**src/rtl/psec6_spi_pkg.sv**
```systemverilog
// ============================================================================
// Module      : psec6_spi_pkg
// Description : Shared types and constants for the SPI slave frame decoder.
// Revision    : 1.0 - initial release
// ============================================================================
`default_nettype none

package psec6_spi_pkg;

  localparam int SPI_ADDR_W = 7;
  localparam int SPI_DATA_W = 8;

  localparam logic SPI_RW_WRITE = 1'b1;

  typedef enum logic [1:0] {
    S_CMD = 2'd0,
    S_WR  = 2'd1,
    S_RD  = 2'd2
  } spi_state_e;

endpackage

`default_nettype wire

```
**src/rtl/spi_frame_decoder_if.sv**
```systemverilog
// ============================================================================
// Module      : spi_frame_decoder_if
// Description : Pin / register-file bundle between the SPI pads and the decoder.
// Revision    : 1.0 - initial release
// ============================================================================
`default_nettype none

interface spi_frame_decoder_if
  import psec6_spi_pkg::*;
#(
  parameter int ADDR_W = SPI_ADDR_W,
  parameter int DATA_W = SPI_DATA_W
);

  logic              mosi;
  logic [DATA_W-1:0] rd_data;
  logic              miso;
  logic [ADDR_W-1:0] addr;
  logic [DATA_W-1:0] wr_data;
  logic              wr_en;
  logic              rd_en;

  modport master (
    output mosi, rd_data,
    input  miso, addr, wr_data, wr_en, rd_en
  );

  modport slave (
    input  mosi, rd_data,
    output miso, addr, wr_data, wr_en, rd_en
  );

endinterface

`default_nettype wire

```
**src/rtl/spi_miso_shifter.sv**
```systemverilog
// ============================================================================
// Module      : spi_miso_shifter
// Description : Negedge load/shift register presenting readback data MSB first.
// Revision    : 1.0 - initial release
// ============================================================================
`default_nettype none

module spi_miso_shifter
  import psec6_spi_pkg::*;
#(
  parameter int DATA_W = SPI_DATA_W
) (
  input  wire logic              spi_clk,
  input  wire logic              full_rstn,
  input  wire logic              load,
  input  wire logic [DATA_W-1:0] rd_data,
  output logic                   miso
);

  logic [DATA_W-1:0] r_shift;

  always_ff @(negedge spi_clk or negedge full_rstn) begin
    if (!full_rstn) begin
      r_shift <= '0;
    end else if (load) begin
      r_shift <= rd_data;
    end else begin
      r_shift <= {r_shift[DATA_W-2:0], 1'b0};
    end
  end

  assign miso = r_shift[DATA_W-1];

endmodule

`default_nettype wire

```
**src/rtl/spi_frame_decoder.sv**
```systemverilog
// ============================================================================
// Module      : spi_frame_decoder
// Description : SPI slave front end: header/data deserializer, strobes, MISO.
//               Define SPI_AUTO_INC_EN for burst address auto-increment.
// Revision    : 1.0 - initial release
// ============================================================================
`default_nettype none

module spi_frame_decoder
  import psec6_spi_pkg::*;
#(
  parameter int ADDR_W = SPI_ADDR_W,
  parameter int DATA_W = SPI_DATA_W
) (
  input wire logic       spi_clk,
  input wire logic       full_rstn,
  spi_frame_decoder_if.slave bus
);

  localparam int CNT_W = $clog2(DATA_W);

  spi_state_e        r_state;
  spi_state_e        w_next_state;
  logic [CNT_W-1:0]  r_bit_cnt;
  logic [DATA_W-2:0] r_shift;
  logic [DATA_W-1:0] w_byte;
  logic              w_byte_done;
  logic              w_load_hdr;
  logic              w_wr_strobe;
  logic              w_rd_strobe;
  logic [ADDR_W-1:0] r_addr;
  logic [DATA_W-1:0] r_wr_data;
  logic              r_wr_en;
  logic              r_rd_en;

  assign w_byte      = {r_shift, bus.mosi};
  assign w_byte_done = (r_bit_cnt == CNT_W'(DATA_W - 1));

  always_ff @(posedge spi_clk or negedge full_rstn) begin
    if (!full_rstn) begin
      r_state <= S_CMD;
    end else begin
      r_state <= w_next_state;
    end
  end

  // Header decides direction once; the frame never returns to S_CMD.
  always_comb begin
    w_next_state = r_state;
    case (r_state)
      S_CMD: begin
        if (w_byte_done) begin
          w_next_state = (w_byte[DATA_W-1] == SPI_RW_WRITE) ? S_WR : S_RD;
        end
      end
      default: w_next_state = r_state;
    endcase
  end

  always_comb begin
    w_load_hdr  = 1'b0;
    w_wr_strobe = 1'b0;
    w_rd_strobe = 1'b0;
    case (r_state)
      S_CMD: begin
        w_load_hdr  = w_byte_done;
        w_rd_strobe = w_byte_done && (w_byte[DATA_W-1] != SPI_RW_WRITE);
      end
      S_WR:    w_wr_strobe = w_byte_done;
      S_RD:    w_rd_strobe = w_byte_done;
      default: w_load_hdr  = 1'b0;
    endcase
  end

  always_ff @(posedge spi_clk or negedge full_rstn) begin
    if (!full_rstn) begin
      r_bit_cnt <= '0;
      r_shift   <= '0;
      r_wr_data <= '0;
      r_wr_en   <= 1'b0;
      r_rd_en   <= 1'b0;
    end else begin
      r_bit_cnt <= w_byte_done ? '0 : r_bit_cnt + CNT_W'(1);
      r_shift   <= w_byte[DATA_W-2:0];
      r_wr_en   <= w_wr_strobe;
      r_rd_en   <= w_rd_strobe;
      if (w_wr_strobe) begin
        r_wr_data <= w_byte;
      end
    end
  end

  // Reads advance on the completing edge so the next byte is fetched at the
  // following negedge; writes advance one edge later, after wr_en is seen.
  always_ff @(posedge spi_clk or negedge full_rstn) begin
    if (!full_rstn) begin
      r_addr <= '0;
    end else if (w_load_hdr) begin
      r_addr <= w_byte[ADDR_W-1:0];
`ifdef SPI_AUTO_INC_EN
    end else if ((r_state == S_RD && w_byte_done) || r_wr_en) begin
      r_addr <= r_addr + ADDR_W'(1);
`endif
    end
  end

  spi_miso_shifter #(
    .DATA_W (DATA_W)
  ) u_miso_shifter (
    .spi_clk   (spi_clk),
    .full_rstn (full_rstn),
    .load      (r_rd_en),
    .rd_data   (bus.rd_data),
    .miso      (bus.miso)
  );

  assign bus.addr    = r_addr;
  assign bus.wr_data = r_wr_data;
  assign bus.wr_en   = r_wr_en;
  assign bus.rd_en   = r_rd_en;

endmodule

`default_nettype wire

```
**src/flat_wrapper.sv**
```systemverilog
// flat-port wrapper written by rule: the top's interface ports become plain ports
module spi_frame_decoder_flat import psec6_spi_pkg::*;
#(
  parameter int ADDR_W = SPI_ADDR_W,
  parameter int DATA_W = SPI_DATA_W
)
  (spi_clk, full_rstn, bus_mosi, bus_rd_data, bus_miso, bus_addr, bus_wr_data, bus_wr_en, bus_rd_en);
  spi_frame_decoder_if #(.ADDR_W(ADDR_W), .DATA_W(DATA_W)) bus_i ();
  input wire logic spi_clk;
  input wire logic full_rstn;
  input wire logic [$bits(bus_i.mosi)-1:0] bus_mosi;
  input wire logic [$bits(bus_i.rd_data)-1:0] bus_rd_data;
  output wire logic [$bits(bus_i.miso)-1:0] bus_miso;
  output wire logic [$bits(bus_i.addr)-1:0] bus_addr;
  output wire logic [$bits(bus_i.wr_data)-1:0] bus_wr_data;
  output wire logic [$bits(bus_i.wr_en)-1:0] bus_wr_en;
  output wire logic [$bits(bus_i.rd_en)-1:0] bus_rd_en;
  assign bus_i.mosi = bus_mosi;
  assign bus_i.rd_data = bus_rd_data;
  assign bus_miso = bus_i.miso;
  assign bus_addr = bus_i.addr;
  assign bus_wr_data = bus_i.wr_data;
  assign bus_wr_en = bus_i.wr_en;
  assign bus_rd_en = bus_i.rd_en;
  spi_frame_decoder #(.ADDR_W(ADDR_W), .DATA_W(DATA_W)) u_core (.spi_clk(spi_clk), .full_rstn(full_rstn), .bus(bus_i));
endmodule
```
**config.mk**
```make
export PLATFORM = sky130hd
export DESIGN_NAME = spi_frame_decoder_flat
export DESIGN_NICKNAME = d
export VERILOG_FILES = /design/src/rtl/psec6_spi_pkg.sv /design/src/rtl/spi_frame_decoder_if.sv /design/src/rtl/spi_miso_shifter.sv /design/src/rtl/spi_frame_decoder.sv /design/src/flat_wrapper.sv
export SDC_FILE = /design/constraint.sdc
export NUM_CORES = 1
export LEC_CHECK = 0
export BUFFER_PORTS_ARGS = -buffer_cell sky130_fd_sc_hd__buf_4
export CORE_UTILIZATION = 29
export DETAILED_ROUTE_END_ITERATION = 10
export PLACE_DENSITY = 0.53
export SYNTH_ARGS = -nofsm -noshare
export SYNTH_HDL_FRONTEND = slang
export SYNTH_SLANG_ARGS = --single-unit
```
**constraint.sdc**
```tcl
create_clock -name spi_clk -period 4.5 [get_ports spi_clk]
set_input_delay 0.9 -clock spi_clk [delete_from_list [all_inputs] [get_ports spi_clk]]
set_output_delay 0.9 -clock spi_clk [all_outputs]
set_load 0.03 [all_outputs]
```
# After elaboration in Yosys (flattened, before gate mapping)
# Cells that the tools add are included.
# totals
n_memories,0
mem_bits_ro,0
mem_bits_rw,0
out_inout_bits,18
regBits,37
latch_bits,0
# op_classes
n_lt_le_gt_ge,0
n_reduce_logical,3
bitwise,1
n_div,0
eq_ne,3
n_mul,0
n_shift,0
addsub,1
n_mux,6
# ops
cell,count
$mux 8,1
$add 3x1->3 const B,1
$eq 3x3->1 const B,1
$mux 3,1
$eq 2x1->1 const B,1
$eq 2x2->1 const B,1
$logic_not 2->1,1
$mux 1,2
$mux 2,1
$pmux 1 s2,1
$reduce_and 2->1,1
$logic_and 1x1->1,1
$not 1->1,1

# Logic depth before layout (Yosys ltp)
# Gate-level depths: netlist of the first run.
# logic_depth
word_depth,3
depth_mapped,4
ltp_nobuf,4

# Modules after synthesis
# From an unflattened synthesis of the first run, not the netlist that was laid out.
# unflattened
hier_cells,75
area_unflattened_um2,1335.0
# modules_own_cells
mod,instances,cells_per_inst,area_per_inst_um2
spi_frame_decoder,1,58,1011.0
spi_miso_shifter,1,17,324.1

==> results of run 1 <==
through the flow:
step | hold slack (ns) | worst slack [ns] | std cells
5_1_grt | 0.421 | 0.486 | 156
2_1_floorplan | 0.365 | 0.817 | 72
6_report | 0.404 | 0.529 | 156
4_1_cts | 0.403 | 0.513 | 156
3_5_place_dp | 0.383 | 0.819 | 149
3_3_place_gp | 0.373 | 0.831 | 149
final cells by class:
class | count | area, um2
Tap cell | 50 | 62.6
Sequential cell | 37 | 926
Fill cell | 403 | 2480
Inverter | 2 | 7.51
Clock buffer | 7 | 86.3
Multi-Input combinational cell | 32 | 339
Timing Repair Buffer | 28 | 210
how the worst max path moves through the flow:
stage | endpoint | slack (ns)
final | bus_miso | 0.53
after global routing | bus_miso | 0.49
after CTS | bus_miso | 0.51
after detailed placement | u_core.u_miso_shifter.r_shift[6]$_DFF_NN0_ | 0.82
after global placement | u_core.u_miso_shifter.r_shift[6]$_DFF_NN0_ | 0.83
after floorplan | bus_miso | 0.82
power groups by stage:
| stage | Combinational [W] | Clock (W) | Sequential (W) |
|---|---|---|---|
| 5_1_grt | 0.000120 | 0.000249 | 0.000383 |
| 3_5_place_dp | 0.000115 | 0 | 0.000385 |
| 6_report | 0.000113 | 0.000222 | 0.000379 |
| 3_3_place_gp | 0.000114 | 0 | 0.000383 |
| 2_1_floorplan | 0.0000218 | 0 | 0.000424 |
| 4_1_cts | 0.000115 | 0.000235 | 0.000379 |
cell usage in the layout (no fill, tap or decap), drive strengths merged:
cell    count
buf        28
inv         2
a31o        1
dfrtp      29
nand3b      1
ha          2
nor2        1
and2        1
a21oi       1
or2b        1
o21ai       1
mux2       22
clkbuf      7
nor3b       1
dfrtn       8
metal layers:
layer  part of all wire [%]  vias to the layer above  global-route usage, %
met2                     51                       27                   17.2
li1                       -                      312                      -
met3                    8.1                        6                   4.33
met5                      0                        -                      0
met1                     39                      352                   10.5
met4                    1.8                        0                   7.03
state kept, by name, indices dropped and copies added, names as in the netlist:
name	count
u_core.r_state	2
u_core.bus.rd_en	1
u_core.r_bit_cnt	3
u_core.bus.wr_en	1
u_core.r_shift	7
u_core.bus.wr_data	8
u_core.u_miso_shifter.r_shift	8
u_core.bus.addr	7
kinds of logic (layout without fill, tap and decap cells):
family                   count (synthesis)  in the layout
multiplexers                            22             22
AO/OA/AOI/OAI                            3              3
flip-flops                              37             37
adder cells (fa/ha/maj)                  2              2
AND/OR/NAND/NOR                          5              5
buffers and inverters                    3             37
==> metrics.md, run 1 <==
| Metric | Value |
|---|---|
| GRT Total Usage | 10.4% |
| CP endpoint kind | output pin |
| Total power | 0.000714 W |
| Syn Nets | 85 |
| Worst R2R Setup Slack | 1.20 ns |
| Synth top area cells | dfrtp_1 57%, mux2_2 19%, dfrtn_1 16% |
| Max-slew violation count | 0 |
| Async S/R FF share, synth | 100% |
| Xor and xnor area share after synthesis | 0% |
| MaxCap Viol Count | 0 |
| Die H | 68.3 um |
| Clock transition at path regs | 0.06 ns |
| Initial antenna violation count | 0 |
| Cell Int Power | 0.000532 W |
| Critical path arrival | 3.07 ns |
| Die area | 4670 um2 |
| Worst-path maximum fanout | 1 |
| CP Cell Sequence | buf_4 |
| VDD IR max | 0.182 mV |
| Clock Path Buffers | 2 |
| Vias | 697 |
| Critical path type | reg -> out |
| Post-CTS Hold Buffers | 0 |
| Post-layout nets | 119 |
| Crit path max-delay family | flip-flops |
| Share of the synthesized area in the top cell type | 56.9% |
| Outcome | complete, no violations |
| Final Util | 39.6% |
| RR Startpoint | u_core.bus.rd_en$_DFF_PN0_ |
| Clock Power Share | 31.1% |
| Post-synth top cells | 29 x dfrtp_1, 22 x mux2_2, 8 x dfrtn_1 |
| Syn Area/Cell | 17.7 um2 |
| Most numerous cell in the Yosys netlist | dfrtp_1 |
| RSZ-0062 raised after global routing | false |
| Simple-gate share of the synthesized area | 3.73% |
| CP bufs+invs | 1 |
| CP max stage cell | dfrtn_1 |
| RD Place Congestion | 0.634 |
| Critical path depth | 1 |
| Share of cells above drive strength 1 | 55.7% |
| CTS tree | built |
| FF-to-FF End | u_core.u_miso_shifter.r_shift[6]$_DFF_NN0_ |
| Setup-failing EPs final | 0 |
| Initial core utilization | 31.0% |
| Hpwl dp | 1.39 mm |
| Rel. slew slack | 69.5% |
| Final hold vios | 0 |
| Clock insertion delay at the later pin of the skew report | 0.29 ns |
| Grt ovf | 0 |
| Setup TNS | 0 ns |
| Adder-cell area share of the yosys netlist | 1.96% |
| Io pins | 29 |
| Leak | 0.804 nW |
| Yosys top cell by area | dfrtp_1 |
| Area post-placement | 1550 um2 |
| Core Rows | 23 |
| PwrDens | 437 nW/um2 |
| I/O Buffers | 28 |
| Post-CTS setup buffers | 0 |
| Worst Reg-to-Reg Cells | 1 |
| Worst Setup Start Kind | register |
| Synth Area in Compound Gates | 1.47% |
| Hold path start | u_core.r_shift[0]$_DFF_PN0_ |
| ANT cells | 0 |
| DR iter-0 viols | 12 |
| Die outline width | 68.3 um |
| Final ANT Viol Nets | 0 |
| Hold path depth | 0 |
| Vias in the first global route | 750 |
| Post-synthesis sequential area ratio | 72.5% |
| WL final | 2.04 mm |
| DRC Markers | 0 |
| Largest net degree at the start of global routing | 38 |
| Post-synth EDFFs | 0 |
| Post-Syn Instances | 72 |
| Least-Margin Pin Slew | 0.456 ns |
| TritonCTS buffer count | 5 |
| Drt wl/cell | 13.1 um |
| NetSw | 0.000181 W |
| Hold Path End | u_core.r_shift[1]$_DFF_PN0_ |
| Drt pass-1 iters | 2 |
| CTS Sinks | 37 |
| PostCTS Resize Cnt | 0 |
| CP max stage delay | 0.38 ns |
| Core box area | 4120 um2 |
| Comb pwr share | 15.8% |
| Vias per cell | 4.47 |
| Hold Path Class | reg -> reg |
| Cell area after layout | 1630 um2 |
| Synth Warn # | 0 |
| H-tree Lvls | 2 |
| Largest family of logic cells by synthesized area | multiplexers |
| WP data required | 3.60 ns |
| Mapped cell area | 1280 um2 |
| Flop pwr share | 53.1% |
| Distinct cell type count after synthesis | 14 |
| Synth Register Bits | 37 |
| First-pass GRT wire length | 3.33 mm |
| Ys flop type | dfrtp_1 |
| Root Buffer | clkbuf_8 |
| Worst setup path start | u_core.u_miso_shifter.r_shift[7]$_DFF_NN0_ |
| Switching Fraction | 25.4% |
| Area delta synth->final | 27.8% |
| Worst Skew | 0.00899 ns |
| Post-synthesis mux area share | 19.4% |
Power figures use the tool's default switching activity.
==> inputs of run 2 (changes only) <==
Settings changed: CORE_MARGIN set to 5.
Clock period 4.5 ns to 3.7 ns, I/O delays scaled along.
==> metrics.md, run 2 (same netlist as run 1, synthesis figures left out) <==
| Metric | Value |
|---|---|
| First-pass GRT wire length | 3.86 mm (was 3.33 mm) |
| Area post-placement | 1550 um2 (about the same) |
| Area delta synth->final | 27.5% (was 27.8%) |
| Final hold vios | 0 (unchanged) |
| PostCTS Resize Cnt | 0 (unchanged) |
| Clock insertion delay at the later pin of the skew report | 0.29 ns (about the same) |
| DRC Markers | 0 (unchanged) |
| VDD IR max | 0.258 mV (was 0.182 mV) |
| WP data required | 2.96 ns (was 3.60 ns) |
| Drt wl/cell | 13.7 um (was 13.1 um) |
| Worst Setup Start Kind | register (unchanged) |
| CP bufs+invs | 1 (unchanged) |
| Core box area | 4320 um2 (was 4120 um2) |
| MaxCap Viol Count | 0 (unchanged) |
| I/O Buffers | 28 (unchanged) |
| Share of cells above drive strength 1 | 54.2% (was 55.7%) |
| Critical path type | reg -> out (unchanged) |
| Crit path max-delay family | flip-flops (unchanged) |
| RSZ-0062 raised after global routing | false (unchanged) |
| CTS Sinks | 37 (unchanged) |
| WL final | 2.19 mm (was 2.04 mm) |
| Critical path arrival | 2.67 ns (was 3.07 ns) |
| Max-slew violation count | 0 (unchanged) |
| CP max stage delay | 0.38 ns (about the same) |
| Grt ovf | 0 (unchanged) |
| Core Rows | 24 (was 23) |
| Worst-path maximum fanout | 1 (unchanged) |
| Post-CTS Hold Buffers | 0 (unchanged) |
| Layout fillers | 432 (was 403) |
| TritonCTS buffer count | 5 (unchanged) |
| Cell area after layout | 1630 um2 (about the same) |
| H-tree Lvls | 2 (unchanged) |
| Setup-failing EPs final | 0 (unchanged) |
| GRT Total Usage | 8.49% (was 10.4%) |
| Vias per cell | 4.28 (was 4.47) |
| Worst Reg-to-Reg Cells | 1 (unchanged) |
| Drt pass-1 iters | 2 (unchanged) |
| Hold Path Class | in -> async (was reg -> reg) |
| Post-layout nets | 119 (unchanged) |
| Final ANT Viol Nets | 0 (unchanged) |
| Initial antenna violation count | 0 (unchanged) |
| FF-to-FF End | u_core.u_miso_shifter.r_shift[1]$_DFF_NN0_ (was u_core.u_miso_shifter.r_shift[6]$_DFF_NN0_) |
| Worst R2R Setup Slack | 0.79 ns (was 1.20 ns) |
| Die outline width | 76.3 um (was 68.3 um) |
| Root Buffer | clkbuf_8 (unchanged) |
| RR Startpoint | u_core.bus.rd_en$_DFF_PN0_ (unchanged) |
| Leak | 0.799 nW (was 0.804 nW) |
| Worst Skew | 0.00740 ns (was 0.00899 ns) |
| ANT cells | 0 (unchanged) |
| Post-CTS setup buffers | 0 (unchanged) |
| CP Cell Sequence | buf_4 (unchanged) |
| Vias | 681 (was 697) |
| DR iter-0 viols | 14 (was 12) |
| Io pins | 29 (unchanged) |
| Die H | 76.3 um (was 68.3 um) |
| RD Place Congestion | 0.632 (was 0.634) |
| Outcome | complete, no violations (unchanged) |
| Setup TNS | 0 ns (unchanged) |
| CP endpoint kind | output pin (unchanged) |
| Die area | 5830 um2 (was 4670 um2) |
| Vias in the first global route | 783 (was 750) |
| Initial core utilization | 29.5% (was 31.0%) |
| Commonest cells after routing, fill and taps aside | 29 x dfrtp_1, 28 x buf_4, 22 x mux2_2 (unchanged) |
| Most common cell after layout, fill and taps aside | dfrtp_1 (unchanged) |
| Clock Path Buffers | 2 (unchanged) |
| Rel. slew slack | 69.5% (about the same) |
| CP max stage cell | dfrtn_1 (unchanged) |
| Least-Margin Pin Slew | 0.458 ns (was 0.456 ns) |
| CTS tree | built (unchanged) |
| Clock transition at path regs | 0.06 ns (about the same) |
| PwrDens | 527 nW/um2 (was 437 nW/um2) |
| Largest net degree at the start of global routing | 38 (unchanged) |
[run 2: where the power goes]
group,switching (W),internal (W),total (W)
combinational,0.0000782,0.0000598,0.000138
clock,0.000127,0.000134,0.000261
sequential,0.0000197,0.000440,0.000460
[run 2: worst max path at each step]
| stage | from | to | slack, ns | depth (start not counted) |
|---|---|---|---|---|
| 3_3_place_gp | bus_rd_data[3] | u_core.u_miso_shifter.r_shift[3]$_DFF_NN0_ | 0.59 | 2 |
| 5_1_grt | u_core.u_miso_shifter.r_shift[7]$_DFF_NN0_ | bus_miso | 0.26 | 1 |
| 2_1_floorplan | u_core.bus.rd_en$_DFF_PN0_ | u_core.u_miso_shifter.r_shift[1]$_DFF_NN0_ | 0.54 | 2 |
| 4_1_cts | u_core.u_miso_shifter.r_shift[7]$_DFF_NN0_ | bus_miso | 0.27 | 1 |
| 3_5_place_dp | bus_rd_data[6] | u_core.u_miso_shifter.r_shift[6]$_DFF_NN0_ | 0.58 | 2 |
| 6_report | u_core.u_miso_shifter.r_shift[7]$_DFF_NN0_ | bus_miso | 0.29 | 1 |
[run 2: final cells by class]
class	instances	area, um2	share of cell area (%)
Clock buffer	8	80.1	4.92
Inverter	2	7.51	0.461
Sequential cell	37	926	56.9
Timing Repair Buffer	28	210	12.9
Multi-Input combinational cell	32	339	20.8
Tap cell	52	65.1	4.00
[run 2: metal layers]
| metal | part of all wire, % | global-route usage (%) | vias up |
|---|---|---|---|
| met1 | 43 | 9.92 | 338 |
| met5 | 0 | 0 | - |
| met2 | 47 | 12.3 | 26 |
| li1 | - | - | 313 |
| met4 | 1.8 | 5.77 | 0 |
| met3 | 8.1 | 3.90 | 4 |
[run 2: through the flow]
step | setup WS (ns) | utilization (%) | hold WS, ns | total power, W | instances
after CTS | 0.270 | 37.6 | 0.398 | 0.000873 | 159
final | 0.286 | 37.6 | 0.398 | 0.000859 | 159
after global routing | 0.260 | 37.6 | 0.422 | 0.000896 | 159
after floorplan | 0.539 | - | 0.365 | 0.000542 | 72
after global placement | 0.587 | 35.8 | 0.372 | 0.000606 | 151
after detailed placement | 0.582 | 35.8 | 0.383 | 0.000609 | 151
==> inputs of run 3 (changes only) <==
Settings changed: CORE_UTILIZATION 29 to 51, PLACE_DENSITY 0.53 to 0.81.
==> metrics.md, run 3 (same netlist as run 1, synthesis figures left out) <==
| Metric | Value |
|---|---|
| Grt ovf | 0 (unchanged) |
| CP max stage delay | 0.39 ns (was 0.38 ns) |
| Cell Int Power | 0.000571 W (was 0.000634 W) |
| Setup-failing EPs final | 0 (unchanged) |
| Flop pwr share | 57.9% (was 53.6%) |
| Vias in the first global route | 747 (was 783) |
| I/O Buffers | 28 (unchanged) |
| Io pins | 29 (unchanged) |
| CP max stage cell | dfrtn_1 (unchanged) |
| CTS tree | built (unchanged) |
| Worst-path maximum fanout | 1 (unchanged) |
| Clock Power Share | 24.8% (was 30.3%) |
| Comb pwr share | 17.3% (was 16.1%) |
| Critical path type | reg -> out (unchanged) |
| Largest net degree at the start of global routing | 38 (unchanged) |
| CP Cell Sequence | buf_4 (unchanged) |
| Worst setup margin | 0.256 ns (was 0.286 ns) |
| Clock Path Buffers | 2 (unchanged) |
| Worst Setup Start Kind | register (unchanged) |
| Commonest cells after routing, fill and taps aside | 29 x dfrtp_1, 28 x buf_4, 22 x mux2_2 (unchanged) |
| VDD IR max | 0.373 mV (was 0.258 mV) |
| Final ANT Viol Nets | 0 (unchanged) |
| Vias per cell | 5.01 (was 4.28) |
| Post-CTS setup buffers | 0 (unchanged) |
| CP bufs+invs | 1 (unchanged) |
| ANT cells | 0 (unchanged) |
| PwrDens | 504 nW/um2 (was 527 nW/um2) |
| Die H | 60.0 um (was 76.3 um) |
| Setup Slack @ Placement | 0.581 ns (was 0.582 ns) |
| Layout Cells excl Fill | 137 (was 159) |
| Core Rows | 18 (was 24) |
| Post-layout nets | 119 (unchanged) |
| GRT Total Usage | 12.4% (was 8.49%) |
| WL final | 1.92 mm (was 2.19 mm) |
| Most common cell after layout, fill and taps aside | dfrtp_1 (unchanged) |
| CP endpoint kind | output pin (unchanged) |
| Total power | 0.000794 W (was 0.000859 W) |
| Die area | 3600 um2 (was 5830 um2) |
| DR iter-0 viols | 8 (was 14) |
| First-pass GRT wire length | 3.21 mm (was 3.86 mm) |
| Drt pass-1 iters | 4 (was 2) |
| Crit path max-delay family | flip-flops (unchanged) |
| Post-CTS Hold Buffers | 0 (unchanged) |
| Switching Fraction | 28.0% (was 26.2%) |
| Clock transition at path regs | 0.11 ns (was 0.06 ns) |
| Initial core utilization | 52.5% (was 29.5%) |
| WP data required | 2.96 ns (about the same) |
| RSZ-0062 raised after global routing | false (unchanged) |
| Core box area | 2430 um2 (was 4320 um2) |
| Final Util | 64.8% (was 37.6%) |
| Hpwl dp | 1.34 mm |
| NetSw | 0.000222 W (was 0.000225 W) |
| Final hold vios | 0 (unchanged) |
| Max-slew violation count | 0 (unchanged) |
| Clock insertion delay at the later pin of the skew report | 0.32 ns (was 0.29 ns) |
| Placed Cells | 129 (was 151) |
| Outcome | complete, no violations (unchanged) |
| Rel. slew slack | 70.2% (was 69.5%) |
| Critical path arrival | 2.70 ns (was 2.67 ns) |
| Initial antenna violation count | 0 (unchanged) |
| RD Place Congestion | 0.642 (was 0.632) |
| Die outline width | 60.0 um (was 76.3 um) |
| Share of cells above drive strength 1 | 57.0% (was 54.2%) |
| Setup TNS | 0 ns (unchanged) |
| H-tree Lvls | 2 (unchanged) |
| DRC Markers | 0 (unchanged) |
| Root Buffer | clkbuf_4 (was clkbuf_8) |
| CTS Sinks | 37 (unchanged) |
| PostCTS Resize Cnt | 0 (unchanged) |
| Area delta synth->final | 23.4% (was 27.5%) |
| Drt wl/cell | 14.0 um (was 13.7 um) |
| Worst Skew | 0.00798 ns (was 0.00740 ns) |
| Leak | 0.791 nW (was 0.799 nW) |
| Vias | 687 (was 681) |
| MaxCap Viol Count | 0 (unchanged) |
| Least-Margin Pin Slew | 0.446 ns (was 0.458 ns) |
| Hold Path Class | in -> async (unchanged) |
| TritonCTS buffer count | 5 (unchanged) |
-- run 3: layout make-up --
class	instances	area [um2]
sequential	37	926
fill	202	857
multi-input combinational	32	339
timing repair buffer	28	210
clock buffer	5	37.5
tap	30	37.5
clock inverter	3	17.5
inverter	2	7.51
-- run 3: worst paths after layout --
kind                            slack [ns]                                       start                                    endpoint  cells past startpoint
worst max-delay path                  0.26  u_core.u_miso_shifter.r_shift[7]$_DFF_NN0_                                    bus_miso                      1
worst min-delay path                  0.35                                   full_rstn               u_core.r_bit_cnt[2]$_DFF_PN0_                      1
worst max register to register        0.77                  u_core.bus.rd_en$_DFF_PN0_  u_core.u_miso_shifter.r_shift[6]$_DFF_NN0_                      1
worst min register to register        0.40                 u_core.r_shift[4]$_DFF_PN0_                 u_core.r_shift[5]$_DFF_PN0_                      0
max in group asynchronous             1.25                                   full_rstn  u_core.u_miso_shifter.r_shift[0]$_DFF_NN0_                      1
min in group spi_clk                  0.40                 u_core.r_shift[4]$_DFF_PN0_                 u_core.r_shift[5]$_DFF_PN0_                      0
-- run 3: per-layer routing --
layer | vias to the layer above | routed length, um | global-route usage (%)
met5 | - | 0 | 0
met4 | 0 | 10 | 5.70
met3 | 2 | 178 | 5.18
met2 | 25 | 922 | 19.1
met1 | 342 | 808 | 15.0
li1 | 318 | - | -
-- run 3: power groups by stage --
stage               logic (W)  clock network [W]  registers (W)
global route         0.000146           0.000227       0.000464
CTS                  0.000140           0.000206       0.000460
detailed placement   0.000140                  0       0.000467
finish               0.000138           0.000197       0.000459
floorplan           0.0000265                  0       0.000516
global placement     0.000138                  0       0.000466
-- run 3: metrics by stage --
step,cell area (um2),hold slack [ns]
after floorplan,1280,0.365
after global placement,1520,0.374
after detailed placement,1520,0.378
after CTS,1580,0.351
after global routing,1580,0.358
final,1580,0.349
